<file path="src/rtl/i2c_target_regfile.sv">
// I2C target with an internal 8-bit register bank. SCL/SDA are oversampled on CLK_SYS,
// glitch filtered, and decoded into pointer writes, burst writes and burst reads.
module i2c_target_regfile #(
  parameter logic [6:0] SLAVE_ADDR = 7'h39,
  parameter int         ADDR_WIDTH = 8,
  parameter int         FILTER_LEN = 3
) (
  input  logic                  CLK_SYS,
  input  logic                  RST,
  input  logic                  SCL_IN,
  input  logic                  SDA_IN,
  output logic                  SDA_OE,
  output logic                  wr_strobe,
  output logic [ADDR_WIDTH-1:0] wr_addr,
  output logic [7:0]            wr_data,
  input  logic [ADDR_WIDTH-1:0] dbg_addr,
  output logic [7:0]            dbg_data,
  output logic                  busy
);

  localparam int DEPTH = 1 << ADDR_WIDTH;
  localparam int CNT_W = (FILTER_LEN > 1) ? $clog2(FILTER_LEN) : 1;
  localparam logic [CNT_W-1:0] CNT_LAST = CNT_W'(FILTER_LEN - 1);

  localparam logic [3:0] ST_IDLE     = 4'd0;
  localparam logic [3:0] ST_ADDR     = 4'd1;
  localparam logic [3:0] ST_ADDR_ACK = 4'd2;
  localparam logic [3:0] ST_PTR      = 4'd3;
  localparam logic [3:0] ST_WR_DATA  = 4'd4;
  localparam logic [3:0] ST_WR_ACK   = 4'd5;
  localparam logic [3:0] ST_RD_DATA  = 4'd6;
  localparam logic [3:0] ST_RD_ACK   = 4'd7;
  localparam logic [3:0] ST_IGNORE   = 4'd8;

  // Bit 0 carries SCL, bit 1 carries SDA through the conditioning pipeline.
  logic [1:0]       sync1;
  logic [1:0]       sync2;
  logic [1:0]       filt;
  logic [1:0]       filt_d;
  logic [CNT_W-1:0] flt_cnt [2];

  logic [3:0]            state;
  logic [3:0]            bit_cnt;
  logic [7:0]            shreg;
  logic [7:0]            rx_byte;
  logic [ADDR_WIDTH-1:0] ptr;
  logic                  rw;
  logic                  ack_phase;
  logic [7:0]            regs [DEPTH];

  logic scl_rise;
  logic scl_fall;
  logic start_cond;
  logic stop_cond;

  always_ff @(posedge CLK_SYS) begin
    if (RST) begin
      sync1  <= 2'b11;
      sync2  <= 2'b11;
      filt   <= 2'b11;
      filt_d <= 2'b11;
      for (int i = 0; i < 2; i++) flt_cnt[i] <= '0;
    end else begin
      sync1  <= {SDA_IN, SCL_IN};
      sync2  <= sync1;
      filt_d <= filt;
      // A level only propagates after FILTER_LEN consecutive disagreeing samples.
      for (int i = 0; i < 2; i++) begin
        if (sync2[i] == filt[i]) begin
          flt_cnt[i] <= '0;
        end else if (flt_cnt[i] == CNT_LAST) begin
          filt[i]    <= sync2[i];
          flt_cnt[i] <= '0;
        end else begin
          flt_cnt[i] <= flt_cnt[i] + 1'b1;
        end
      end
    end
  end

  assign scl_rise   = filt[0] & ~filt_d[0];
  assign scl_fall   = ~filt[0] & filt_d[0];
  assign start_cond = ~filt[1] & filt_d[1] & filt[0];
  assign stop_cond  = filt[1] & ~filt_d[1] & filt[0];
  assign rx_byte    = {shreg[6:0], filt[1]};
  assign dbg_data   = regs[dbg_addr];

  always_ff @(posedge CLK_SYS) begin
    wr_strobe <= 1'b0;
    if (RST) begin
      state     <= ST_IDLE;
      bit_cnt   <= '0;
      shreg     <= '0;
      ptr       <= '0;
      rw        <= 1'b0;
      ack_phase <= 1'b0;
      SDA_OE    <= 1'b0;
      busy      <= 1'b0;
      wr_addr   <= '0;
      wr_data   <= '0;
      for (int i = 0; i < DEPTH; i++) regs[i] <= 8'h00;
    end else if (start_cond) begin
      state     <= ST_ADDR;
      bit_cnt   <= '0;
      ack_phase <= 1'b0;
      SDA_OE    <= 1'b0;
    end else if (stop_cond) begin
      state     <= ST_IDLE;
      busy      <= 1'b0;
      SDA_OE    <= 1'b0;
      ack_phase <= 1'b0;
    end else begin
      case (state)
        // Receive states commit a byte only on its 8th rising edge, so cut-short bytes vanish.
        ST_ADDR, ST_PTR, ST_WR_DATA: begin
          if (scl_rise) begin
            shreg   <= rx_byte;
            bit_cnt <= bit_cnt + 1'b1;
            if (bit_cnt == 4'd7) begin
              bit_cnt   <= '0;
              ack_phase <= 1'b0;
              if (state == ST_ADDR) begin
                if (rx_byte[7:1] == SLAVE_ADDR) begin
                  busy  <= 1'b1;
                  rw    <= rx_byte[0];
                  state <= ST_ADDR_ACK;
                end else begin
                  busy  <= 1'b0;
                  state <= ST_IGNORE;
                end
              end else if (state == ST_PTR) begin
                ptr   <= ADDR_WIDTH'(rx_byte);
                state <= ST_WR_ACK;
              end else begin
                regs[ptr] <= rx_byte;
                wr_strobe <= 1'b1;
                wr_addr   <= ptr;
                wr_data   <= rx_byte;
                ptr       <= ptr + 1'b1;
                state     <= ST_WR_ACK;
              end
            end
          end
        end
        // First falling edge pulls SDA low for the ACK, the second one releases it.
        ST_ADDR_ACK, ST_WR_ACK: begin
          if (scl_fall) begin
            if (!ack_phase) begin
              SDA_OE    <= 1'b1;
              ack_phase <= 1'b1;
            end else begin
              ack_phase <= 1'b0;
              bit_cnt   <= '0;
              if (state == ST_ADDR_ACK && rw) begin
                SDA_OE <= ~regs[ptr][7];
                shreg  <= {regs[ptr][6:0], 1'b0};
                state  <= ST_RD_DATA;
              end else begin
                SDA_OE <= 1'b0;
                state  <= (state == ST_ADDR_ACK) ? ST_PTR : ST_WR_DATA;
              end
            end
          end
        end
        ST_RD_DATA: begin
          if (scl_rise) begin
            bit_cnt <= bit_cnt + 1'b1;
          end else if (scl_fall) begin
            if (bit_cnt == 4'd8) begin
              SDA_OE    <= 1'b0;
              ptr       <= ptr + 1'b1;
              ack_phase <= 1'b0;
              state     <= ST_RD_ACK;
            end else begin
              SDA_OE <= ~shreg[7];
              shreg  <= {shreg[6:0], 1'b0};
            end
          end
        end
        // ack_phase remembers that the master acknowledged and wants another byte.
        ST_RD_ACK: begin
          if (scl_rise) begin
            if (filt[1]) begin
              busy   <= 1'b0;
              SDA_OE <= 1'b0;
              state  <= ST_IGNORE;
            end else begin
              ack_phase <= 1'b1;
            end
          end else if (scl_fall && ack_phase) begin
            ack_phase <= 1'b0;
            bit_cnt   <= '0;
            SDA_OE    <= ~regs[ptr][7];
            shreg     <= {regs[ptr][6:0], 1'b0};
            state     <= ST_RD_DATA;
          end
        end
        ST_IGNORE: SDA_OE <= 1'b0;
        ST_IDLE: ;
        default: state <= ST_IDLE;
      endcase
    end
  end

endmodule
</file>
<file path="config.mk">
export PLATFORM = sky130hd
export DESIGN_NAME = i2c_target_regfile
export DESIGN_NICKNAME = d
export VERILOG_FILES = /design/src/rtl/i2c_target_regfile.sv
export SDC_FILE = /design/constraint.sdc
export NUM_CORES = 2
export LEC_CHECK = 0
export CAP_MARGIN = 20
export CORE_ASPECT_RATIO = 1.1
export CORE_UTILIZATION = 35
export DETAILED_ROUTE_END_ITERATION = 6
export HOLD_SLACK_MARGIN = 0.06
export RECOVER_POWER = 25
export SYNTH_ARGS = -nofsm -noshare
export SYNTH_HDL_FRONTEND = slang
export SYNTH_SLANG_ARGS = --single-unit
</file>
<file path="constraint.sdc">
create_clock -name CLK_SYS -period 3.76 [get_ports CLK_SYS]
set_input_delay 0.564 -clock CLK_SYS [delete_from_list [all_inputs] [get_ports CLK_SYS]]
set_output_delay 0.564 -clock CLK_SYS [all_outputs]
set_load 0.005 [all_outputs]
</file>
==> flow_metrics.py <==
metrics = {
    "synth": {
        "synthSimpleGateAreaFrac_pct": 13.7,
        "synth-warning-count": 0,
        "synth_mux_area_share_pct": 23.0,
        "yosysUniqueCellTypes": 73,
        "syn_area_um2": 113000,
        "synthFlopType": "edfxtp_1",
        "synthAdderAreaFrac_pct": 0.0883,
        "synthXorXnorAreaFrac_pct": 0.0309,
        "synth-seq-cells": 2113,
        "synth_compound_area_share_pct": 4.79,
        "synth_top_family_by_area": "multiplexers",
        "syn-instance-count": 7622,
        "yosysSeqAreaShare_pct": 55.4,
        "synth_edf_count": 2052,
        "syn_avg_cell_area_um2": 14.9,
        "synthArstFlopShare_pct": 0,
    },
    "setup_path": {
        "timing.rr.start": "state[2]$_SDFFE_PP0P_",
        "cpMaxStageDelayCell": "mux4_2",
        "setup.worst_path.class": "reg -> out",
        "crit_fanout": 2,
        "crit_path_cell_trace": "mux4_2 -> mux4_2 -> a22oi_1 -> buf_4 -> nand2_2 -> a22oi_2 -> buf_6 -> o221ai_4 -> buf_2",
        "endpoint_kind": "output port",
        "crit_top_cell": "mux4_2",
        "crit_path_start": "regs[202][6]$_SDFFCE_PN0P_",
        "start_kind": "flip-flop",
        "reg2reg_depth": 9,
        "r2r_end": "regs[129][5]$_SDFFCE_PN0P_",
        "rrSetupSlack_ns": -0.08,
        "worst_ep_required_time_ns": 3.20,
        "cp_data_arrival_time_ns": 3.69,
        "crit_path_max_incr_delay_ns": 0.53,
    },
    "layout": {
        "drive_gt1_share_pct": 28.1,
        "nets": 7885,
        "final_util_pct": 40.5,
        "layoutNonFillerInstCount": 12300,
        "area_growth_pct": 14.8,
    },
    "timing": {
        "min_period_ns": 4.26,
        "hold_ws_ns": 0.228,
        "finalHoldViolations": 0,
        "rsz0062_at_grt": "yes",
        "clock.fmax_ghz": 0.235,
        "slew_violations": 127,
        "postLayoutSetupSlackWorst_ns": -0.498,
        "fin_skew_ns": 0.0716,
        "worst_pin_slew_ns": 1.82,
        "setup_tns_ns": -376.06,
        "slew_headroom_pct": -21.8,
        "setup_viol": 1777,
        "fin_crit_sh_pct": 113,
    },
    "grt": {
        "antenna_found_initial": 15,
        "grtUsageTotal_pct": 23.9,
        "grt_pass1_vias": 72100,
        "grt_max_degree": 160,
        "grt_first_pass_wirelength_um": 555000,
        "overflow": 0,
    },
    "routing": {
        "drcViolationCount": 0,
        "first_pass_iters": 6,
        "detail-route-antenna-nets": 0,
        "vias_per_cell": 5.96,
        "wl_per_cell_um": 32.0,
        "vias": 73500,
        "wl_um": 395000,
        "drt_iter0_drc": 10100,
    },
    "clocking": {
        "h-tree-depth": 4,
        "clk_latency_ns": 0.93,
        "cts_hold_buf": 0,
        "cts_buffer_depth": 4,
        "cts-root-buf": "clkbuf_16",
        "clk_pin_slew_worst_paths_ns": 0.06,
        "cts_sinks": 2113,
        "cts_tree": "built",
        "numCtsBuffers": 221,
    },
    "status": {
        "status": "complete, but fails checks",
        "violations": "max-capacitance violations, max-slew violations, negative setup slack",
    },
    "floorplanning": {
        "rows": 218,
        "initial_core_util_pct": 35.3,
        "die_h_um": 599,
        "ioPinCount": 39,
        "design.core.area_um2": 322000,
        "dieWidth_um": 545,
        "die-area_um2": 326000,
    },
    "power_and_ir_drop": {
        "p_leak_nw": 42.6,
        "ir_drop_uv": 372,
        "power_density_nw_per_um2": 420,
        "report.power.total_mw": 54.7,
    },
    "placement": {
        "gp_congestion": 0.949,
        "dp_cells": 11900,
        "portBuffers": 38,
        "dp_hpwl_um": 273000,
    },
    "hold_path": {
        "hp-start": "SCL_IN",
        "hold_path.class": "in -> reg",
        "hold_end": "sync1[0]$_SDFF_PP1_",
        "whs_path_depth": 2,
    },
    "job": {
        "drv_cap": 2,
    },
}
## placed cells by master, fill, tap and decap left out, types with 19 or more instances in the layout
cell,n
a31oi_1,19
buf_6,20
a22o_1,37
clkbuf_16,225
nand3_1,41
clkbuf_2,28
a21oi_1,80
a221oi_1,88
bufinv_16,24
clkbuf_1,55
mux4_2,1089
and2_0,165
and3_1,105
edfxtp_1,2052
dlygate4sd3_1,19
buf_4,563
clkinv_2,38
dfxtp_1,50
buf_12,91
nand4_1,20
mux2i_1,153
a22oi_1,135
o22ai_1,19
and2_1,1799
nand2_1,85
clkinv_1,40
o21ai_0,341
a22oi_2,27
nor2_1,304
## worst max-delay path by stage
stage	to	slack, ns	cells after the start
2_1_floorplan	dbg_data[0]	0.41	8
3_3_place_gp	dbg_data[4]	-1.22	12
3_5_place_dp	dbg_data[4]	-1.11	12
4_1_cts	dbg_data[1]	-0.54	9
5_1_grt	dbg_data[6]	-0.54	9
6_report	dbg_data[6]	-0.50	9
## through the flow
stage	worst slack, ns	cell area [um^2]
2_1_floorplan	0.407	113000
3_3_place_gp	-1.22	123000
3_5_place_dp	-1.11	123000
4_1_cts	-0.541	130000
5_1_grt	-0.541	130000
6_report	-0.498	130000
## sequential cells by signal, summed over array words and instances, names as in the netlist, named ones only
register,count
SDA_OE,1
ack_phase,1
bit_cnt,4
busy,1
filt,2
filt_d,2
flt_cnt,4
ptr,8
regs,2048
rw,1
shreg,8
state,4
sync1,2
sync2,2
wr_addr,8
wr_data,8
wr_strobe,1
## where the power goes
part / total, mW / leakage [nW] / switching, mW / internal [mW]
Sequential: 27.8 / 20.1 / 0.866 / 26.9
Clock: 22.4 / 3.49 / 9.71 / 12.7
Combinational: 4.52 / 19.0 / 2.36 / 2.16
Total: 54.7 / 42.6 / 12.9 / 41.7
## critical path, delay by kind of cell, from the launching register on
kind / cells / cell delay (ns)
muxes: 2 / 1.06
AOI/OAI and AO/OA: 3 / 0.69
buffers and inverters: 3 / 0.56
DFF: 1 / 0.42
and+or+nand+nor: 1 / 0.07
## cell type report
| type | count | area [um^2] |
|---|---|---|
| fill | 29100 | 191000 |
| timing repair buffer | 761 | 6900 |
| inverter | 17 | 67.6 |
| antenna | 5 | 12.5 |
| clock buffer | 271 | 5850 |
| tap | 4290 | 5370 |
| sequential | 2113 | 62900 |
| clock inverter | 133 | 1320 |
| multi-input combinational | 4751 | 47800 |
## logic make-up after synthesis
family	after synthesis
AO/OA/AOI/OAI	839
XOR/XNOR	4
adder cells (fa/ha/maj)	8
buffers and inverters	761
flip-flops	2113
multiplexers	1248
other	1
AND/OR/NAND/NOR	2648
## synthesized netlist by cell type, types with 5 or more instances
| cell type | instances | share of area, % |
|---|---|---|
| inv_1 | 17 | 0.056 |
| mux4_2 | 1089 | 22 |
| or3_1 | 8 | 0.044 |
| buf_1 | 44 | 0.15 |
| a21boi_0 | 6 | 0.040 |
| nor4_1 | 5 | 0.028 |
| a22oi_1 | 162 | 1.1 |
| or2_2 | 5 | 0.028 |
| mux2_2 | 5 | 0.050 |
| and3_1 | 105 | 0.58 |
| a31oi_1 | 19 | 0.10 |
| nand3_1 | 47 | 0.21 |
| nor2_1 | 300 | 0.99 |
| nand2b_1 | 12 | 0.066 |
| clkbuf_1 | 515 | 1.7 |
| and2_1 | 1967 | 11 |
| o211ai_1 | 16 | 0.11 |
| a221oi_1 | 91 | 0.70 |
| edfxtp_1 | 2052 | 54 |
| dfxtp_1 | 61 | 1.1 |
| mux2i_1 | 154 | 1.4 |
| buf_6 | 17 | 0.17 |
| a311o_1 | 5 | 0.044 |
| a31o_2 | 5 | 0.039 |
| nor3_1 | 13 | 0.057 |
| nor2b_1 | 20 | 0.11 |
| a22o_1 | 38 | 0.29 |
| o221ai_1 | 10 | 0.077 |
| o21ai_0 | 342 | 1.5 |
| nand4_1 | 18 | 0.099 |
| a21oi_1 | 80 | 0.35 |
| ha_1 | 8 | 0.088 |
| a211oi_1 | 16 | 0.11 |
| buf_4 | 41 | 0.27 |
| o22ai_1 | 19 | 0.10 |
| nor2_2 | 22 | 0.12 |
| nand2_1 | 99 | 0.33 |
| buf_2 | 126 | 0.56 |
## routing by layer
metal	wire length, um	vias up	share of wire [%]	global-route usage, %
met2	187000	4187	47	38.6
met4	25100	4	6.4	12.9
met3	35600	840	9.0	4.74
met1	148000	38400	37	30.3
met5	26	-	0.0066	0
li1	-	30100	-	-
## timing repair
action	4_1_cts	5_1_grt
pin swaps	19	8
gates cloned	1	0
resized for setup	116	12
setup buffers	3	3
endpoints found under the setup margin	9	10
Power figures use the tool's default switching activity.
